**config.mk**
```make
export PLATFORM = sky130hd
export DESIGN_NAME = dsp_mac_pipe
export DESIGN_NICKNAME = d
export VERILOG_FILES = /design/src/rtl/dsp_mac_pipe.sv
export SDC_FILE = /design/constraint.sdc
export NUM_CORES = 2
export LEC_CHECK = 0
export CORE_MARGIN = 2
export CORE_UTILIZATION = 40
export CTS_CLUSTER_DIAMETER = 150
export DETAILED_ROUTE_END_ITERATION = 10
export PLACE_DENSITY = 0.63
export SLEW_MARGIN = 20
export SYNTH_ARGS = -nofsm -noshare
export SYNTH_HDL_FRONTEND = slang
export SYNTH_SLANG_ARGS = --single-unit
export TNS_END_PERCENT = 50
```
**constraint.sdc**
```tcl
create_clock -name clk -period 8.4 [get_ports clk]
set_input_delay 2.1 -clock clk [delete_from_list [all_inputs] [get_ports clk]]
set_output_delay 2.1 -clock clk [all_outputs]
set_load 0.02 [all_outputs]
```
**src/rtl/dsp_mac_pipe.sv**
```systemverilog
// Three-stage pipelined pre-add / multiply / post-add MAC slice with valid/first/last framing.
// Build option: define DSP_SAT_EN to clamp P on overflow instead of wrapping.
module dsp_mac_pipe #(
    parameter int A_W = 18,
    parameter int B_W = 18,
    parameter int C_W = 48,
    parameter int P_W = 48
) (
    input  logic                 clk,
    input  logic                 rst_n,
    input  logic                 ce,
    input  logic                 in_valid,
    input  logic                 in_first,
    input  logic                 in_last,
    input  logic [A_W-1:0]       a,
    input  logic [B_W-1:0]       b,
    input  logic [B_W-1:0]       bcin,
    input  logic [B_W-1:0]       d,
    input  logic [C_W-1:0]       c,
    input  logic [P_W-1:0]       pcin,
    input  logic [5:0]           opmode,
    output logic [B_W-1:0]       bcout,
    output logic [A_W+B_W-1:0]   m,
    output logic [P_W-1:0]       p,
    output logic [P_W-1:0]       pcout,
    output logic                 p_valid,
    output logic                 p_last,
    output logic                 ovf
);

    localparam int M_W = A_W + B_W;
    localparam int S_W = P_W + 1;

    typedef enum logic [1:0] {
        Z_ZERO = 2'd0,
        Z_C    = 2'd1,
        Z_P    = 2'd2,
        Z_PCIN = 2'd3
    } z_sel_e;

    // Stage 1 registers
    logic signed [A_W-1:0] a1_q, a1_d;
    logic signed [B_W-1:0] b1_q, b1_d;
    logic signed [B_W-1:0] d1_q, d1_d;
    logic signed [C_W-1:0] c1_q, c1_d;
    logic                  use_pre1_q, use_pre1_d;
    logic                  pre_sub1_q, pre_sub1_d;
    z_sel_e                z_sel1_q, z_sel1_d;
    logic                  post_sub1_q, post_sub1_d;
    logic                  v1_q, v1_d, f1_q, f1_d, l1_q, l1_d;

    // Stage 2 registers
    logic signed [M_W-1:0] m2_q, m2_d;
    logic signed [C_W-1:0] c2_q, c2_d;
    z_sel_e                z_sel2_q, z_sel2_d;
    logic                  post_sub2_q, post_sub2_d;
    logic                  v2_q, v2_d, f2_q, f2_d, l2_q, l2_d;

    // Stage 3 registers
    logic signed [P_W-1:0] p3_q, p3_d;
    logic                  ovf3_q, ovf3_d;
    logic                  pv3_q, pv3_d;
    logic                  pl3_q, pl3_d;

    // Combinational datapath
    logic signed [B_W-1:0] pre;
    logic signed [M_W-1:0] prod;
    logic signed [S_W-1:0] x_ext, z_ext, sum;
    logic                  sum_ovf;
    logic signed [P_W-1:0] p_res;

    // NOTE: every variable assigned in an always_comb gets a default first so no
    // path leaves it unassigned; that is what keeps these blocks free of latches.
    always_comb begin
        pre = b1_q;
        if (use_pre1_q) begin
            pre = pre_sub1_q ? (d1_q - b1_q) : (d1_q + b1_q);
        end
        prod = M_W'(a1_q) * M_W'(pre);
    end

    always_comb begin
        x_ext = S_W'(m2_q);
        z_ext = '0;
        case (z_sel2_q)
            Z_C:     z_ext = S_W'(c2_q);
            Z_P:     z_ext = S_W'(p3_q);
            Z_PCIN:  z_ext = S_W'($signed(pcin));
            default: z_ext = '0;
        endcase
        if (f2_q) begin
            z_ext = '0;
        end
        sum     = post_sub2_q ? (z_ext - x_ext) : (z_ext + x_ext);
        // One guard bit is enough: |X| < 2^(P_W-2), so the true result fits in P_W+1 bits.
        sum_ovf = sum[S_W-1] ^ sum[S_W-2];
        p_res   = sum[P_W-1:0];
`ifdef DSP_SAT_EN
        if (sum_ovf) begin
            p_res = sum[S_W-1] ? {1'b1, {(P_W-1){1'b0}}} : {1'b0, {(P_W-1){1'b1}}};
        end
`endif
    end

    always_comb begin
        a1_d        = a1_q;
        b1_d        = b1_q;
        d1_d        = d1_q;
        c1_d        = c1_q;
        use_pre1_d  = use_pre1_q;
        pre_sub1_d  = pre_sub1_q;
        z_sel1_d    = z_sel1_q;
        post_sub1_d = post_sub1_q;
        v1_d        = v1_q;
        f1_d        = f1_q;
        l1_d        = l1_q;
        m2_d        = m2_q;
        c2_d        = c2_q;
        z_sel2_d    = z_sel2_q;
        post_sub2_d = post_sub2_q;
        v2_d        = v2_q;
        f2_d        = f2_q;
        l2_d        = l2_q;
        p3_d        = p3_q;
        ovf3_d      = ovf3_q;
        pv3_d       = pv3_q;
        pl3_d       = pl3_q;
        if (ce) begin
            a1_d        = $signed(a);
            b1_d        = opmode[0] ? $signed(bcin) : $signed(b);
            d1_d        = $signed(d);
            c1_d        = $signed(c);
            use_pre1_d  = opmode[1];
            pre_sub1_d  = opmode[2];
            z_sel1_d    = z_sel_e'(opmode[4:3]);
            post_sub1_d = opmode[5];
            v1_d        = in_valid;
            f1_d        = in_first;
            l1_d        = in_last;

            m2_d        = prod;
            c2_d        = c1_q;
            z_sel2_d    = z_sel1_q;
            post_sub2_d = post_sub1_q;
            v2_d        = v1_q;
            f2_d        = f1_q;
            l2_d        = l1_q;

            pv3_d       = v2_q;
            pl3_d       = v2_q & l2_q;
            // P only moves on a valid result, so gaps leave the accumulator intact.
            if (v2_q) begin
                p3_d   = p_res;
                ovf3_d = sum_ovf;
            end
        end
    end

    // NOTE: state registers use non-blocking assignments so every flop samples
    // pre-edge values regardless of statement order.
    always_ff @(posedge clk or negedge rst_n) begin
        if (!rst_n) begin
            a1_q        <= '0;
            b1_q        <= '0;
            d1_q        <= '0;
            c1_q        <= '0;
            use_pre1_q  <= 1'b0;
            pre_sub1_q  <= 1'b0;
            z_sel1_q    <= Z_ZERO;
            post_sub1_q <= 1'b0;
            v1_q        <= 1'b0;
            f1_q        <= 1'b0;
            l1_q        <= 1'b0;
            m2_q        <= '0;
            c2_q        <= '0;
            z_sel2_q    <= Z_ZERO;
            post_sub2_q <= 1'b0;
            v2_q        <= 1'b0;
            f2_q        <= 1'b0;
            l2_q        <= 1'b0;
            p3_q        <= '0;
            ovf3_q      <= 1'b0;
            pv3_q       <= 1'b0;
            pl3_q       <= 1'b0;
        end else begin
            a1_q        <= a1_d;
            b1_q        <= b1_d;
            d1_q        <= d1_d;
            c1_q        <= c1_d;
            use_pre1_q  <= use_pre1_d;
            pre_sub1_q  <= pre_sub1_d;
            z_sel1_q    <= z_sel1_d;
            post_sub1_q <= post_sub1_d;
            v1_q        <= v1_d;
            f1_q        <= f1_d;
            l1_q        <= l1_d;
            m2_q        <= m2_d;
            c2_q        <= c2_d;
            z_sel2_q    <= z_sel2_d;
            post_sub2_q <= post_sub2_d;
            v2_q        <= v2_d;
            f2_q        <= f2_d;
            l2_q        <= l2_d;
            p3_q        <= p3_d;
            ovf3_q      <= ovf3_d;
            pv3_q       <= pv3_d;
            pl3_q       <= pl3_d;
        end
    end

    assign bcout   = b1_q;
    assign m       = m2_q;
    assign p       = p3_q;
    assign pcout   = p3_q;
    assign p_valid = pv3_q;
    assign p_last  = pl3_q;
    assign ovf     = ovf3_q;

endmodule

```
**Yosys cells after proc, flatten, opt, wreduce, memory -nomap -nowiden**

Index checks and enable logic that the tools add are counted.

- Eq/ne operators: 3
- Bitwise logic cells: 2
- Add/sub/neg operators: 4
- Multiplexer cells: 6
- Reduce and logical (&&, ||, !) cells: 1
- Multipliers: 1

Operator list:

| cell | count |
|---|---|
| $pmux 49 s3 | 1 |
| $mux 49 | 2 |
| $mux 18 | 3 |
| $add 49x36->49 | 1 |
| $sub 49x36->49 | 1 |
| $mul 18x18->36 | 1 |
| $add 18x18->18 | 1 |
| $sub 18x18->18 | 1 |
| $eq 2x2->1 const B | 2 |
| $eq 2x1->1 const B | 1 |
| $reduce_and 2->1 | 1 |
| $and 1x1->1 | 1 |
| $xor 1x1->1 | 1 |

- Output and inout port bits: 153
- Bits in registers: 251
- Input port bits: 180
- Word-level logic and storage cells: 39

**Depth between registers and ports, before layout**

- Word-level depth: 6
- Depth in mapped cells: 38
- Gate-level depth less buffers: 37

**Least setup slack after synthesis**

Ideal clock, no wire load.

- Path type: register to register
- From: register b1_q[6] (netlist: bcout[6])
- To: register m2_q[35] (netlist: m[35])
- Required time: 8.271 ns
- Setup slack: -0.539 ns
- Path buffers: 4
- Cell stages (with the launch flop): 34
- Clock period less this slack: 8.939 ns
- Arrival: 8.810 ns
- Setup time: 0.129 ns
- Cells stage by stage: dfrtp_1 > clkbuf_1 > or4_1 > nor4_1 > a21oi_1 > xnor2_1 > ha_1 > clkbuf_1 > o21a_1 > nor2_1 > a31oi_1 > mux4_2 > nor2_2 > buf_2 > nor2_1 > fa_1 > fa_1 > fa_1 > fa_1 > fa_1 > inv_1 > fa_1 > inv_1 > ha_1 > clkbuf_1 > a21o_1 > a21o_1 > a21oi_1 > o21ai_0 > a2111o_1 > o211ai_1 > a21oi_1 > o2111ai_1 > nand3b_1

- Cells in the longest elaborated chain, start to end: 4
- Elaborated cells on any way between the ends: 5
- Classes of those cells: add/sub (2); mul (1); mux (2)

Ends and longest elaborated chain:

| what | RTL line | source |
|---|---|---|
| from (decl) | 43 | `logic signed [B_W-1:0] b1_q, b1_d;` |
| from (signal assigned) | 164 | `b1_q <= '0;` |
| from (signal assigned) | 187 | `b1_q <= b1_d;` |
| $add 18x18->18 / $sub 18x18->18 (equally long branches) | 77 | `pre = pre_sub1_q ? (d1_q - b1_q) : (d1_q + b1_q);` |
| $mux 18 | 77 |  |
| $mux 18 (*) | 76 | `if (use_pre1_q) begin` |
| $mul 18x18->36 (*) | 79 | `prod = M_W'(a1_q) * M_W'(pre);` |
| to (signal assigned) | 197 | `m2_q <= m2_d;` |
| to (decl) | 53 | `logic signed [M_W-1:0] m2_q, m2_d;` |

Every way passes the cells marked *; elsewhere a longest branch is shown, timed or not.
A chain may end at the register's enable or synchronous reset.

**Worst setup path in the final report**

- From: register b1_q[1] (netlist: bcout[1])
- To: register m2_q[33] (netlist: m[33])

The elaborated chain is that of the path after synthesis.

==> impl_metrics.json <==
{
  "failed_checks": "setup timing",
  "cts.clk_slew.worst_paths_ps": 70,
  "htree_num_levels": 1,
  "setup.reg_to_reg.worst_slack_ps": -180,
  "initial_utilization_pct": 40.5,
  "critical_path.most_common_cell": "fa_1",
  "ys.warnings.count": 0,
  "buffer_ports.inserted": 332,
  "period_needed_ps": 8580,
  "timing.final.hold_violations": 0,
  "max-slew-margin-rel_pct": 35.2,
  "worst_hold_path.endpoint": "p_valid",
  "via_count": 23200,
  "vertical_die_dimension_um": 270,
  "number_of_antenna_violations_at_the_first_check_in_global_routing": 1,
  "synth_sequential_area_ratio_pct": 22.1,
  "core_mm2": 0.0701,
  "total_nets_after_synthesis": 3724,
  "layout.core_utilization_pct": 50.5,
  "required_ps": 8850,
  "drt-wirelength-per-cell_um": 19.6,
  "critical_path.endpoint_type": "flop",
  "cts_max_path_buffers": 3,
  "yosys_most_used_dff": "dfrtp_1",
  "final_layout_size_suffix_gt1_share_pct": 18.4,
  "worst_hold_startpoint": "p_valid",
  "grt_start_max_net_pins": 189,
  "tritoncts.num_buffers": 29,
  "place.detailed.hpwl_mm": 67.9,
  "netlist_area_mm2": 0.0284,
  "io_pins": 333,
  "timing.rr.end": "m[33]",
  "synth.largest_area_cell": "fa_1",
  "drt_pre_antenna_iters": 6,
  "cts.sinks": 251,
  "grt_usage_pct": 23.6,
  "drt_first_iter_violations": 1523,
  "cpMaxStageDelayCell": "mux4_2",
  "cpPeakStageDelay_ps": 590,
  "run_status": "finished with violations",
  "synth_cells": 3053,
  "path_class": "flop to flop",
  "post_synth.cell_area_avg_um2": 9.30,
  "place.gp.congestion": 0.933,
  "critPathBufInv": 5,
  "placement.setup.worst_slack_ps": -502,
  "synth-seq-cells": 251,
  "max_slew.worst_pin.slew_ps": 973,
  "hold_path_depth": 1,
  "die_width_um": 270,
  "first_global_vias": 23800,
  "leading_cell_types_in_the_layout_fill_and_taps_excluded": "inv_1 (403), clkdlybuf4s50_1 (330), fa_1 (317), nand2_1 (315), dfrtp_1 (243)",
  "r2r-start": "bcout[1]",
  "number_of_nets_in_the_layout": 4094,
  "num_antenna_cells": 0,
  "tritoncts_clock_tree": "done",
  "proportion_of_netlist_area_held_by_the_largest_area_contributor_pct": 23.4,
  "via_per_inst": 5.29,
  "critPathTopFamily": "adder cells",
  "nFillCells": 6659,
  "die_area_mm2": 0.0732,
  "cts_root_buf": "clkbuf_16",
  "layout.cells.most_common": "inv_1",
  "finalMaxSlewViolations": 0,
  "overflow": 0,
  "worstSkewPairLatency_ps": 600,
  "post_synth_main_area_contributors": "fa_1 (23%), dfrtp_1 (22%), mux2_2 (8.1%)",
  "holdCritPathClass": "flop to flop",
  "ant_nets": 0,
  "timing.critical_path.fanout_max": 8,
  "postPlaceCellArea_mm2": 0.0335,
  "setup_viol_count_final": 6,
  "achievable-frequency_mhz": 117,
  "layout-area-overhead-vs-synth_pct": 24.6,
  "clock_skew_ps": 20.2,
  "drc": 0,
  "ff2ff_path_depth": 34,
  "critical_path.startpoint_type": "flop",
  "final.setup.worst_slack_ps": -176,
  "wl_mm": 86.1,
  "post_synth_edffs": 0,
  "cell_variety_after_synth": 85,
  "hold_ws_ps": 480,
  "final_design_area_no_fill_mm2": 0.0354,
  "min_period_over_period_pct": 102,
  "row_count": 97,
  "grt_pass1_wl_mm": 137,
  "crit_arrival_ps": 9030,
  "maxCapViolCount": 0,
  "unrepaired_setup_endpoints_after_global_routing": "yes",
  "synthArstFlopShare_pct": 100
}
[repair_timing]
item / 4_1_cts / 5_1_grt
cloned: 0 / 0
setup buffers: 18 / 4
pin swaps: 40 / 25
endpoints found under the setup margin: 14 / 16
hold buffers: 0 / 0
resized for setup: 94 / 61
[metrics by stage]
step | std cells | setup TNS [ps]
after floorplan | 3053 | -17.7
after global placement | 4310 | -3220
after detailed placement | 4310 | -4490
after CTS | 4382 | -287
after global routing | 4386 | -4700
final | 4386 | -637
[worst register-to-register path: cells and delay by family (launching register included)]
kind | cells | cell delay, ps
adders and majority gates | 8 | 3370
AOI/OAI and AO/OA | 10 | 2060
DFF | 1 | 420
and+or+nand+nor | 8 | 1170
buffers and inverters | 5 | 500
xor gates and xnor gates | 2 | 310
muxes | 1 | 590
[registers in the layout, indices dropped and copies added (netlist names), 2 cells and up]
| name | flops |
|---|---|
| z_sel2_q | 2 |
| c2_q | 48 |
| c1_q | 48 |
| m | 36 |
| p | 48 |
| d1_q | 18 |
| bcout | 18 |
| z_sel1_q | 2 |
| a1_q | 18 |
[cell usage after synthesis, types with 47 or more instances]
cell type  count
nor2_1       192
xnor2_1       98
fa_1         332
nand2_1      318
dfrtp_1      251
ha_1         159
a21oi_1      144
buf_4         48
a21o_1        47
a22oi_1       53
inv_1        412
clkbuf_1     122
and2_1        53
mux2_2       205
o21ai_0      118
[cell families after synthesis]
group	after synthesis	share of synthesized area (%)
compound gates	556	12.7
mux	233	9.20
simple gates	770	12.6
flops	251	22.1
buf+inv	623	9.02
xor+xnor	129	3.98
fa+ha+maj	491	30.4
[worst max path at each step]
stage / to / from / cells past startpoint
global route: m[34] / bcout[1] / 34
finish: m[33] / bcout[1] / 34
global placement: m[35] / bcout[1] / 30
CTS: m[35] / bcout[1] / 34
floorplan: m[35] / bcout[6] / 32
detailed placement: m[35] / bcout[1] / 30
[final cells by class]
class	instances	area, µm²	share of cell area, %
inverters	415	1560	4.40
flip-flops and latches	251	6290	17.8
well taps	940	1180	3.32
multi-input cells	2179	20300	57.4
clock buffers	39	823	2.33
clock inverters	15	201	0.569
repair buffers	547	5040	14.2
[routing by layer]
metal  GRT usage [%]  up-vias  routed length, µm
li1                -    10800                  -
met1            31.9    11500              37600
met2            40.1      688              41200
met3            3.67      131               5160
met4            4.91        0               2130
met5               0        -                  0
Power is not shown: default switching activity piles up to over one toggle a cycle in this logic, so the estimate is an artifact.
